File: config.mk
export PLATFORM = sky130hd
export DESIGN_NAME = mem_access_ctrl
export DESIGN_NICKNAME = d
export VERILOG_FILES = /design/src/rtl/mem_pkg.sv /design/src/rtl/mem_access_ctrl_load_extend.sv /design/src/rtl/mem_access_ctrl.sv
export SDC_FILE = /design/constraint.sdc
export NUM_CORES = 1
export LEC_CHECK = 0
export ABC_CLOCK_PERIOD_IN_PS = 4800
export CAP_MARGIN = 20
export CORE_AREA = 3 3 93 95
export DETAILED_ROUTE_END_ITERATION = 10
export DIE_AREA = 0 0 96 98
export PLACE_DENSITY = 0.73
export SLEW_MARGIN = 10
export SYNTH_ARGS = -nofsm -noshare
export SYNTH_HDL_FRONTEND = slang
export SYNTH_SLANG_ARGS = --single-unit
File: constraint.sdc
create_clock -name clk -period 4.8 [get_ports clk]
set_clock_uncertainty 0.15 [all_clocks]
set_input_delay 0.72 -clock clk [delete_from_list [all_inputs] [get_ports clk]]
set_output_delay 0.72 -clock clk [all_outputs]
set_load 0.01 [all_outputs]
File: src/rtl/mem_pkg.sv
// Shared encodings for the load/store controller in front of the 16-bit data memory.
package mem_pkg;

   localparam logic [1:0] OP_LW = 2'b00;
   localparam logic [1:0] OP_LB = 2'b01;
   localparam logic [1:0] OP_SW = 2'b10;
   localparam logic [1:0] OP_SB = 2'b11;

   localparam logic [1:0] MEMW_NONE = 2'b00;
   localparam logic [1:0] MEMW_BYTE = 2'b01;
   localparam logic [1:0] MEMW_WORD = 2'b10;

   typedef enum logic [1:0] {
      S_IDLE   = 2'b00,
      S_ACCESS = 2'b01,
      S_RESP   = 2'b10
   } state_e;

   function automatic logic is_store(input logic [1:0] op);
      return op[1];
   endfunction

   // Write-enable pattern the memory expects for a given store op.
   function automatic logic [1:0] store_memw(input logic [1:0] op);
      logic [1:0] w;
      case (op)
         OP_SW:   w = MEMW_WORD;
         OP_SB:   w = MEMW_BYTE;
         default: w = MEMW_NONE;
      endcase
      return w;
   endfunction

endpackage

File: src/rtl/mem_access_ctrl_load_extend.sv
// Shapes the memory read outputs into the 16-bit load result (word, or byte with sign/zero extension).
module load_extend
   import mem_pkg::*;
(
   input  logic [1:0]  op_i,
   input  logic        sign_i,
   input  logic [15:0] word_i,
   input  logic [7:0]  byte_i,
   output logic [15:0] result_o
);

   always_comb begin
      result_o = 16'h0000;
      case (op_i)
         OP_LW:   result_o = word_i;
         OP_LB:   result_o = {{8{byte_i[7] & sign_i}}, byte_i};
         default: result_o = 16'h0000;
      endcase
   end

endmodule

File: src/rtl/mem_access_ctrl.sv
// Single-outstanding load/store controller: latches a request, holds the address for
// WAIT_CYCLES, strobes or samples the memory, then holds the response until consumed.
module mem_access_ctrl
   import mem_pkg::*;
#(
   parameter int WAIT_CYCLES = 1,
   parameter int MEM_DEPTH   = 16
)(
   input  logic        clk,
   input  logic        rst,
   input  logic        req_valid,
   output logic        req_ready,
   input  logic [1:0]  req_op,
   input  logic        req_signed,
   input  logic [15:0] req_addr,
   input  logic [15:0] req_wdata,
   output logic        rsp_valid,
   input  logic        rsp_ready,
   output logic [15:0] rsp_data,
   output logic        rsp_err,
   output logic [15:0] mem_addr,
   output logic [15:0] mem_wword,
   output logic [7:0]  mem_wbyte,
   output logic [1:0]  mem_memw,
   input  logic [15:0] mem_word,
   input  logic [7:0]  mem_byte
);

   localparam logic [3:0]  CNT_INIT = 4'(WAIT_CYCLES - 1);
   localparam logic [16:0] DEPTH_L  = 17'(MEM_DEPTH);

   state_e      state_q;
   logic [1:0]  op_q;
   logic        signed_q;
   logic [15:0] addr_q;
   logic [15:0] wdata_q;
   logic [3:0]  cnt_q;
   logic [15:0] rsp_data_q;
   logic        rsp_err_q;

   logic        addr_ok_s;
   logic        final_s;
   logic [15:0] ext_s;
   logic [1:0]  memw_d;

   assign addr_ok_s = ({1'b0, req_addr} < DEPTH_L);
   assign final_s   = (state_q == S_ACCESS) && (cnt_q == 4'h0);

   load_extend u_load_extend (
      .op_i     (op_q),
      .sign_i   (signed_q),
      .word_i   (mem_word),
      .byte_i   (mem_byte),
      .result_o (ext_s)
   );

   // Request/access/response sequencing with all response fields registered.
   always_ff @(posedge clk) begin
      if (!rst) begin
         state_q    <= S_IDLE;
         op_q       <= OP_LW;
         signed_q   <= 1'b0;
         addr_q     <= 16'h0000;
         wdata_q    <= 16'h0000;
         cnt_q      <= 4'h0;
         rsp_data_q <= 16'h0000;
         rsp_err_q  <= 1'b0;
      end else begin
         case (state_q)
            S_IDLE: begin
               if (req_valid) begin
                  op_q       <= req_op;
                  signed_q   <= req_signed;
                  addr_q     <= req_addr;
                  wdata_q    <= req_wdata;
                  cnt_q      <= CNT_INIT;
                  rsp_data_q <= 16'h0000;
                  if (addr_ok_s) begin
                     state_q   <= S_ACCESS;
                     rsp_err_q <= 1'b0;
                  end else begin
                     state_q   <= S_RESP;
                     rsp_err_q <= 1'b1;
                  end
               end
            end
            S_ACCESS: begin
               if (cnt_q == 4'h0) begin
                  state_q    <= S_RESP;
                  rsp_err_q  <= 1'b0;
                  rsp_data_q <= is_store(op_q) ? 16'h0000 : ext_s;
               end else begin
                  cnt_q <= cnt_q - 4'h1;
               end
            end
            S_RESP: begin
               if (rsp_ready) begin
                  state_q <= S_IDLE;
               end
            end
            default: begin
               state_q <= S_IDLE;
            end
         endcase
      end
   end

   // Write strobe is gated by reset so a reset landing on the strobe cycle never writes.
   always_comb begin
      memw_d = MEMW_NONE;
      if (rst && final_s && is_store(op_q)) begin
         memw_d = store_memw(op_q);
      end else begin
         memw_d = MEMW_NONE;
      end
   end

   assign mem_memw  = memw_d;
   assign req_ready = (state_q == S_IDLE);
   assign rsp_valid = (state_q == S_RESP);
   assign rsp_data  = rsp_data_q;
   assign rsp_err   = rsp_err_q;
   assign mem_addr  = addr_q;
   assign mem_wword = wdata_q;
   assign mem_wbyte = wdata_q[7:0];

endmodule

==> impl_summary.txt, run 1 <==
----------------------------------------------------
[Run]
  Max capacitance violation total ... 0

[Power and ir drop]
  Static leakage power ... 1.328 nW
  Post-route total power ... 0.001065 W
  Max IR drop VDD ... 0.1254 mV
  Power density cells ... 285.9 nW/um^2

[Die]
  Io pins ... between 100 and 150
  Die outline width ... 96 um
  Std-Cell Core Area ... around 7800 um^2
  Core Rows ... 32
  Initial Utilization ... between 30% and 40%
  Chip height ... 98 um
  Die Outline Area ... 9408 um^2

[Placed design]
  Global placement routability congestion ... 0.6832
  Half-perimeter wire length after detailed placement ... 4727 um
  Number of input and output port buffers inserted ... 123
  Placed standard-cell area ... 3561 um^2
  Cell Count Post-Placement ... 466

[Critical path]
  Cell type of the slowest stage on the worst timing path ... clkdlybuf4s50_1
  Critical Path Start Type ... primary input
  Critical path cell sequence ... clkdlybuf4s50_1 > and3_1 > and3_1 > clkdlybuf4s50_1
  Largest stage delay, worst path ... 590 ps
  Arrival @ worst endpoint ... 2240 ps
  Classification of the worst setup path ... primary input to output port
  WP buf/inv ... 2
  Crit Path Max Fanout ... 6
  Category of cells accounting for the largest share of critical-path delay ... buffers and inverters
  Required time at the worst-slack endpoint ... 3930 ps
  Critical path endpoint category ... output port
  R2R setup slack ... between 2000 and 3000 ps

[Global route]
  Largest net degree at the start of global routing ... 42
  Global-route wire length before repair ... between 10000 and 15000 um
  Global routing usage summed across all routing layers ... about 14%
  Vias in the first global route ... approximately 2300
  Antenna violations before repair ... 0
  Global route total overflow ... 0

[Synth]
  Post-Syn Area per Cell ... 8.848 um^2
  Primary flip-flop cell chosen by synthesis mapping ... dfxtp_1
  Post-synth EDFFs ... 0
  Main area contributors after synthesis ... dfxtp_1 (50%), nand2_1 (11%), a21oi_1 (9.6%)
  Fraction of synthesized cell area taken by the top area cell type ... 49.52%
  Synth Net Count ... 329
  List of most frequent post-synthesis cells ... nand2_1 (71), dfxtp_1 (58), a21oi_1 (45), o2bb2ai_1 (16), buf_4 (10)
  Sequential cell area fraction in the yosys report ... 49.52%
  Count of state elements after synthesis ... 58
  Cell count after synthesis ... 265
  Top-count cell post-synth ... nand2_1
  Post-synthesis cell type with the largest combined area ... dfxtp_1
  Proportion of synthesized flip-flops having asynchronous set or reset ... 0%
  Warning count from the yosys run ... 0
  Synthesized area ... 2345 um^2
  Count of cell types in the netlist ... 37

[CTS]
  Clock sink count ... 58
  Post-CTS clock slew at the launch and capture registers of the worst setup and hold paths ... approximately 60 ps
  H-tree lvl count ... 3
  Number of buffers inserted for hold repair after clock tree synthesis ... 0
  Maximum buffer depth of the clock tree ... 2
  CTS tree ... done
  Clock latency on the worst-skew pair ... about 320 ps
  Total clock buffers created by CTS ... 9
  Clock root buffer ... clkbuf_8
  Post-CTS repair timing setup buffer count ... 0
  # resized after CTS ... 0

[Timing]
  Sum of negative setup slack ... 0 ps
  Worst relative slew slack ... between 40% and 50%
  Final Critical Period ... 3109 ps
  Tightest Pin Transition ... around 800 ps
  RSZ-0062 raised after global routing ... false
  Final count of hold timing violations ... 0
  Fmax ... between 0.3 and 0.4 GHz
  Max-slew violation total from the final report ... 0
  Post-route clock period utilization ... 64.78%
  Number of endpoints failing setup at the final stage ... 0

[Routing]
  TritonRoute pass-1 iters ... 4
  First-iteration detailed-routing DRC count ... slightly below 80
  Routed wire length ... 6541 um
  Post-DR vias/cell ... about 4.7
  Routed WL per cell ... ~14 um
  DRC violations left ... 0
  Number of routed nets with antenna violations ... 0
  Detailed-route via count ... 2269

[Cells and area]
  Layout Area Growth over Synthesis ... 58.86%
  Share of layout cells above drive strength 1 ... 6.053%
  Final cell count without fillers ... 482
  Antenna Diode Count ... 0
  Utilization of the core after routing ... between 40% and 50%
  Multi-input gate area ... 1007 um^2
  Sequential cell area ... 1161 um^2
  Design Area, Final ... around 3700 um^2
  Final nets ... around 440
  Count of filler cells inserted in the layout ... around 770

[Worst hold path]
  Class of the tightest hold or removal check ... flop to flop

[Run status]
  Status ... finished, final reports clean

----------------------------------------------------
-- worst register-to-register path: stages (launching register included) --
cell and delay, ps:
dfxtp_1 370, inv_1 60, ha_1 200, nor3b_1 150
buf_4 180, a211oi_4 680, o2bb2ai_1 200
-- power by group --
group | internal (W) | switching [W] | total, W | leakage (nW)
combinational | 0.000103 | 0.0000712 | 0.000174 | 0.768
clock | 0.000199 | 0.000177 | 0.000376 | 0.0872
sequential | 0.000501 | 0.0000140 | 0.000515 | 0.473
total | 0.000803 | 0.000262 | 0.00106 | 1.33
-- layout make-up --
cell class,instances,share of cell area [%]
repair buffers,125,33.46
flip-flops and latches,58,31.17
multi-input cells,176,27.04
clock buffers,13,3.997
well taps,102,3.426
inverters,5,0.5039
clock inverters,3,0.4031
-- metal layers --
layer	track usage, %	vias up	wire (um)
met5	0	-	0
met4	5.252	0	102
met3	5.239	12	611
met2	23.15	93	3111
met1	15.18	1041	2716
li1	-	1123	-
-- per-stage QoR --
step           setup slack (ps)  hold slack (ps)
6_report                   1691            301.4
5_1_grt                    1610            318.8
4_1_cts                    1686            305.0
3_5_place_dp               1693            296.2
3_3_place_gp               1716            290.9
2_1_floorplan              2646            282.3
-- final timing paths --
path                                   from     endpoint  cells past startpoint
worst max-delay path                    rst  mem_memw[0]                      4
worst min register to register  mem_addr[5]  mem_addr[5]                      2
worst min-delay path            mem_addr[5]  mem_addr[5]                      2
worst max register to register     cnt_q[0]  rsp_data[4]                      6
-- registers in the layout, indices dropped and copies added (netlist names) --
name	cells
state_q	2
op_q	2
rsp_data	16
signed_q	1
mem_addr	16
cnt_q	4
mem_wword	16
rsp_err	1
-- cells in the final DEF, fill, tap and decap left out, types with 2 or more instances in the layout --
| master | count |
|---|---|
| mux2i_1 | 8 |
| inv_1 | 4 |
| nor2b_1 | 2 |
| or4_1 | 2 |
| a211oi_2 | 2 |
| nand2b_1 | 2 |
| nor4_1 | 3 |
| clkdlybuf4s50_1 | 123 |
| o211ai_1 | 2 |
| o2bb2ai_1 | 16 |
| clkinv_2 | 3 |
| and3_1 | 2 |
| clkbuf_1 | 3 |
| clkbuf_8 | 10 |
| dfxtp_1 | 58 |
| buf_4 | 2 |
| or3_1 | 2 |
| nand2_1 | 71 |
| nor2_1 | 2 |
| o21ai_0 | 3 |
| a21oi_1 | 45 |
-- cell families after synthesis --
kind of cell | Yosys count | synth area share (%)
DFF | 58 | 49.52
and+or+nand+nor | 94 | 18.46
adders and majority gates | 1 | 0.5335
buffers and inverters | 31 | 7.790
AOI/OAI and AO/OA | 73 | 20.28
muxes | 8 | 3.415
No activity file was read; power rests on OpenSTA's default activity.
==> run 2: changes to the inputs <==
- ABC_CLOCK_PERIOD_IN_PS: 4800 -> 2700
- PLACE_DENSITY: 0.73 -> 0.75
- clock period: 4.8 -> 2.7 ns (I/O delays scaled with it)
==> run 2 against run 1 <==
  * Clock-buffer cell count decreased by 1
  * Worst setup slack got worse by 1500 ps
  * Non-clock buffer count increased by 6
  * Total power increased by 81%
  * Die area unchanged
  * Via count increased by 0.57%
  * Sequential share of layout area decreased by 0.46 points
  * Clock power increased by 85%
  * Flip-flop and latch count unchanged
  * Critical path type is now flop to output port
  * Largest cell class unchanged
  * Highest routed layer unchanged
==> impl_summary.txt, run 2 (same netlist as run 1, synthesis figures left out) <==
----------------------------------------------------
[Routing]
  Routed WL per cell ... 13.70 um (+0.96%)
  Routed wire length ... 6672 um (+2.0%)
  Detailed-route via count ... 2282 (+0.57%)
  First-iteration detailed-routing DRC count ... 51 (-34%)
  TritonRoute pass-1 iters ... 4 (unchanged)
  Number of routed nets with antenna violations ... 0 (unchanged)
  DRC violations left ... 0 (unchanged)
  Post-DR vias/cell ... 4.686 (-0.46%)

[Timing]
  Sum of negative setup slack ... 0 ps (unchanged)
  Final WS setup ... 162.5 ps (-1528 ps)
  Number of endpoints failing setup at the final stage ... 0 (unchanged)
  Final Critical Period ... approximately 2500 ps
  Fmax ... 0.3941 GHz
  Post-route clock period utilization ... between 90% and 100%
  Max-slew violation total from the final report ... 0 (unchanged)
  Tightest Pin Transition ... 795.1 ps (-21.17 ps)
  Worst relative slew slack ... 46.99% (+1.4 points)
  RSZ-0062 raised after global routing ... false
  Final count of hold timing violations ... 0 (unchanged)

[Power and ir drop]
  Static leakage power ... 1.366 nW (+2.8%)
  Clock power frac ... 36.1% (+0.8 points)
  Sequential share of power ... 47.2% (-1.2 points)
  Max IR drop VDD ... 0.2853 mV (+130%)
  Logic gate share of total power ... 16.7% (+0.4 points)
  Internal Power ... 0.001453 W (+81%)
  Switch Pwr ... 0.0004765 W (+82%)
  Switching share of power ... 24.70% (+0.12 points)
  Power density cells ... 510.2 nW/um^2 (+78%)

[CTS]
  H-tree lvl count ... 3 (unchanged)
  Clock sink count ... 58 (unchanged)
  Post-CTS clock slew at the launch and capture registers of the worst setup and hold paths ... 60 ps (about the same)
  Post-CTS repair timing setup buffer count ... 0 (unchanged)
  CTS tree ... done
  Clock root buffer ... clkbuf_8
  Maximum buffer depth of the clock tree ... 2 (unchanged)
  Clock latency on the worst-skew pair ... 330 ps (about the same)
  Total clock buffers created by CTS ... 9 (unchanged)
  Number of buffers inserted for hold repair after clock tree synthesis ... 0 (unchanged)
  # resized after CTS ... 0 (unchanged)

[Cells and area]
  Count of filler cells inserted in the layout ... 757 (-1.8%)
  Share of layout cells above drive strength 1 ... 8.052% (+2.0 points)
  Layout Area Growth over Synthesis ... 61.26%
  Antenna Diode Count ... 0 (unchanged)
  Sequential cell area ... 1161 um^2 (unchanged)
  Multi-input gate area ... 1012 um^2 (+0.50%)
  Leading cell type in the layout, fill and taps excluded ... clkdlybuf4s50_1
  Final nets ... 445 (+1.4%)
  Most frequent cells in the layout ... clkdlybuf4s50_1 (123), nand2_1 (71), dfxtp_1 (58)

[Die]
  Chip height ... 98 um (unchanged)
  Die outline width ... 96 um (unchanged)
  Io pins ... 124 (unchanged)
  Initial Utilization ... 30.03% (unchanged)
  Die Outline Area ... 9408 um^2 (unchanged)
  Core Rows ... 32 (unchanged)
  Std-Cell Core Area ... 7807 um^2 (unchanged)

[Placed design]
  Half-perimeter wire length after detailed placement ... 4813 um (+1.8%)
  Number of input and output port buffers inserted ... 123 (unchanged)
  Worst slack after detailed placement ... 356.4 ps (-1337 ps)
  Global placement routability congestion ... 0.6861 (+0.42%)

[Critical path]
  Classification of the worst setup path ... flop to output port
  Critical path endpoint category ... output port
  Crit Path Max Fanout ... 4 (-2)
  Critical Path Start Type ... flop
  Required time at the worst-slack endpoint ... 2140 ps (-1790 ps)
  Arrival @ worst endpoint ... 1980 ps (-260 ps)
  R2R setup slack ... 770 ps (-1970 ps)

[Global route]
  Largest net degree at the start of global routing ... 41 (-2.4%)
  Vias in the first global route ... 2265 (+0.53%)
  Global route total overflow ... 0 (unchanged)
  Global routing usage summed across all routing layers ... 14.32% (+0.66 points)
  Antenna violations before repair ... 0 (unchanged)
  Global-route wire length before repair ... 10680 um (+5.1%)

[Run status]
  Status ... finished, final reports clean

[Worst hold path]
  Class of the tightest hold or removal check ... flop to flop

[Run]
  Max capacitance violation total ... 0 (unchanged)

----------------------------------------------------
run 2: cell count changes in the layout (fill, tap and decap cells not counted):
cell      before  now
clkbuf_8      10   11
buf_4          2    8
nor3b_1        1    0
nor3b_2        0    1
clkbuf_1       3    1
run 2: per-stage QoR:
step                      instances  util [%]  hold WS, ps  total power [W]  instance area [um^2]
after floorplan                 265         -        282.3         0.001066                  2345
after global placement          472     46.19        290.8         0.001248                  3606
after detailed placement        472     46.19        295.9         0.001255                  3606
after CTS                       487     48.37        304.1         0.001963                  3776
after global routing            487     48.43        319.0         0.002025                  3781
final                           487     48.43        301.8         0.001929                  3781
run 2: metal layers:
layer	GRT usage [%]	vias up	share of wire, %
met5	0	-	0
met4	3.282	0	0.76
met3	7.935	4	11
met2	23.10	101	45
met1	16.42	1041	43
li1	-	1136	-
run 2: layout make-up:
class                      instances  share of cell area (%)
multi-input combinational        176                   26.77
tap                              102                   3.375
timing repair buffer             131                   34.15
clock buffer                      12                   4.103
clock inverter                     3                  0.3971
inverter                           5                  0.4964
sequential                        58                   30.71
run 2: power groups by stage:
stage	sequential, W	combinational (W)	clock, W
2_1_floorplan	0.000943	0.000123	0
3_3_place_gp	0.000929	0.000319	0
3_5_place_dp	0.000931	0.000325	0
4_1_cts	0.000911	0.000325	0.000726
5_1_grt	0.000915	0.000350	0.000759
6_report	0.000911	0.000322	0.000696
run 2: worst paths after layout:
path	from	cells past startpoint	endpoint
worst max register to register	cnt_q[0]	6	cnt_q[3]
worst min register to register	mem_addr[2]	2	mem_addr[2]
worst max-delay path	cnt_q[0]	6	mem_memw[0]
worst min-delay path	mem_addr[2]	2	mem_addr[2]
run 2: critical path, cell delays in order, from the launching register on:
cell             delay (ps)
dfxtp_1                 330
inv_1                    60
ha_1                    150
nor3b_2                 180
and3_1                  210
and3_1                  170
clkdlybuf4s50_1         550
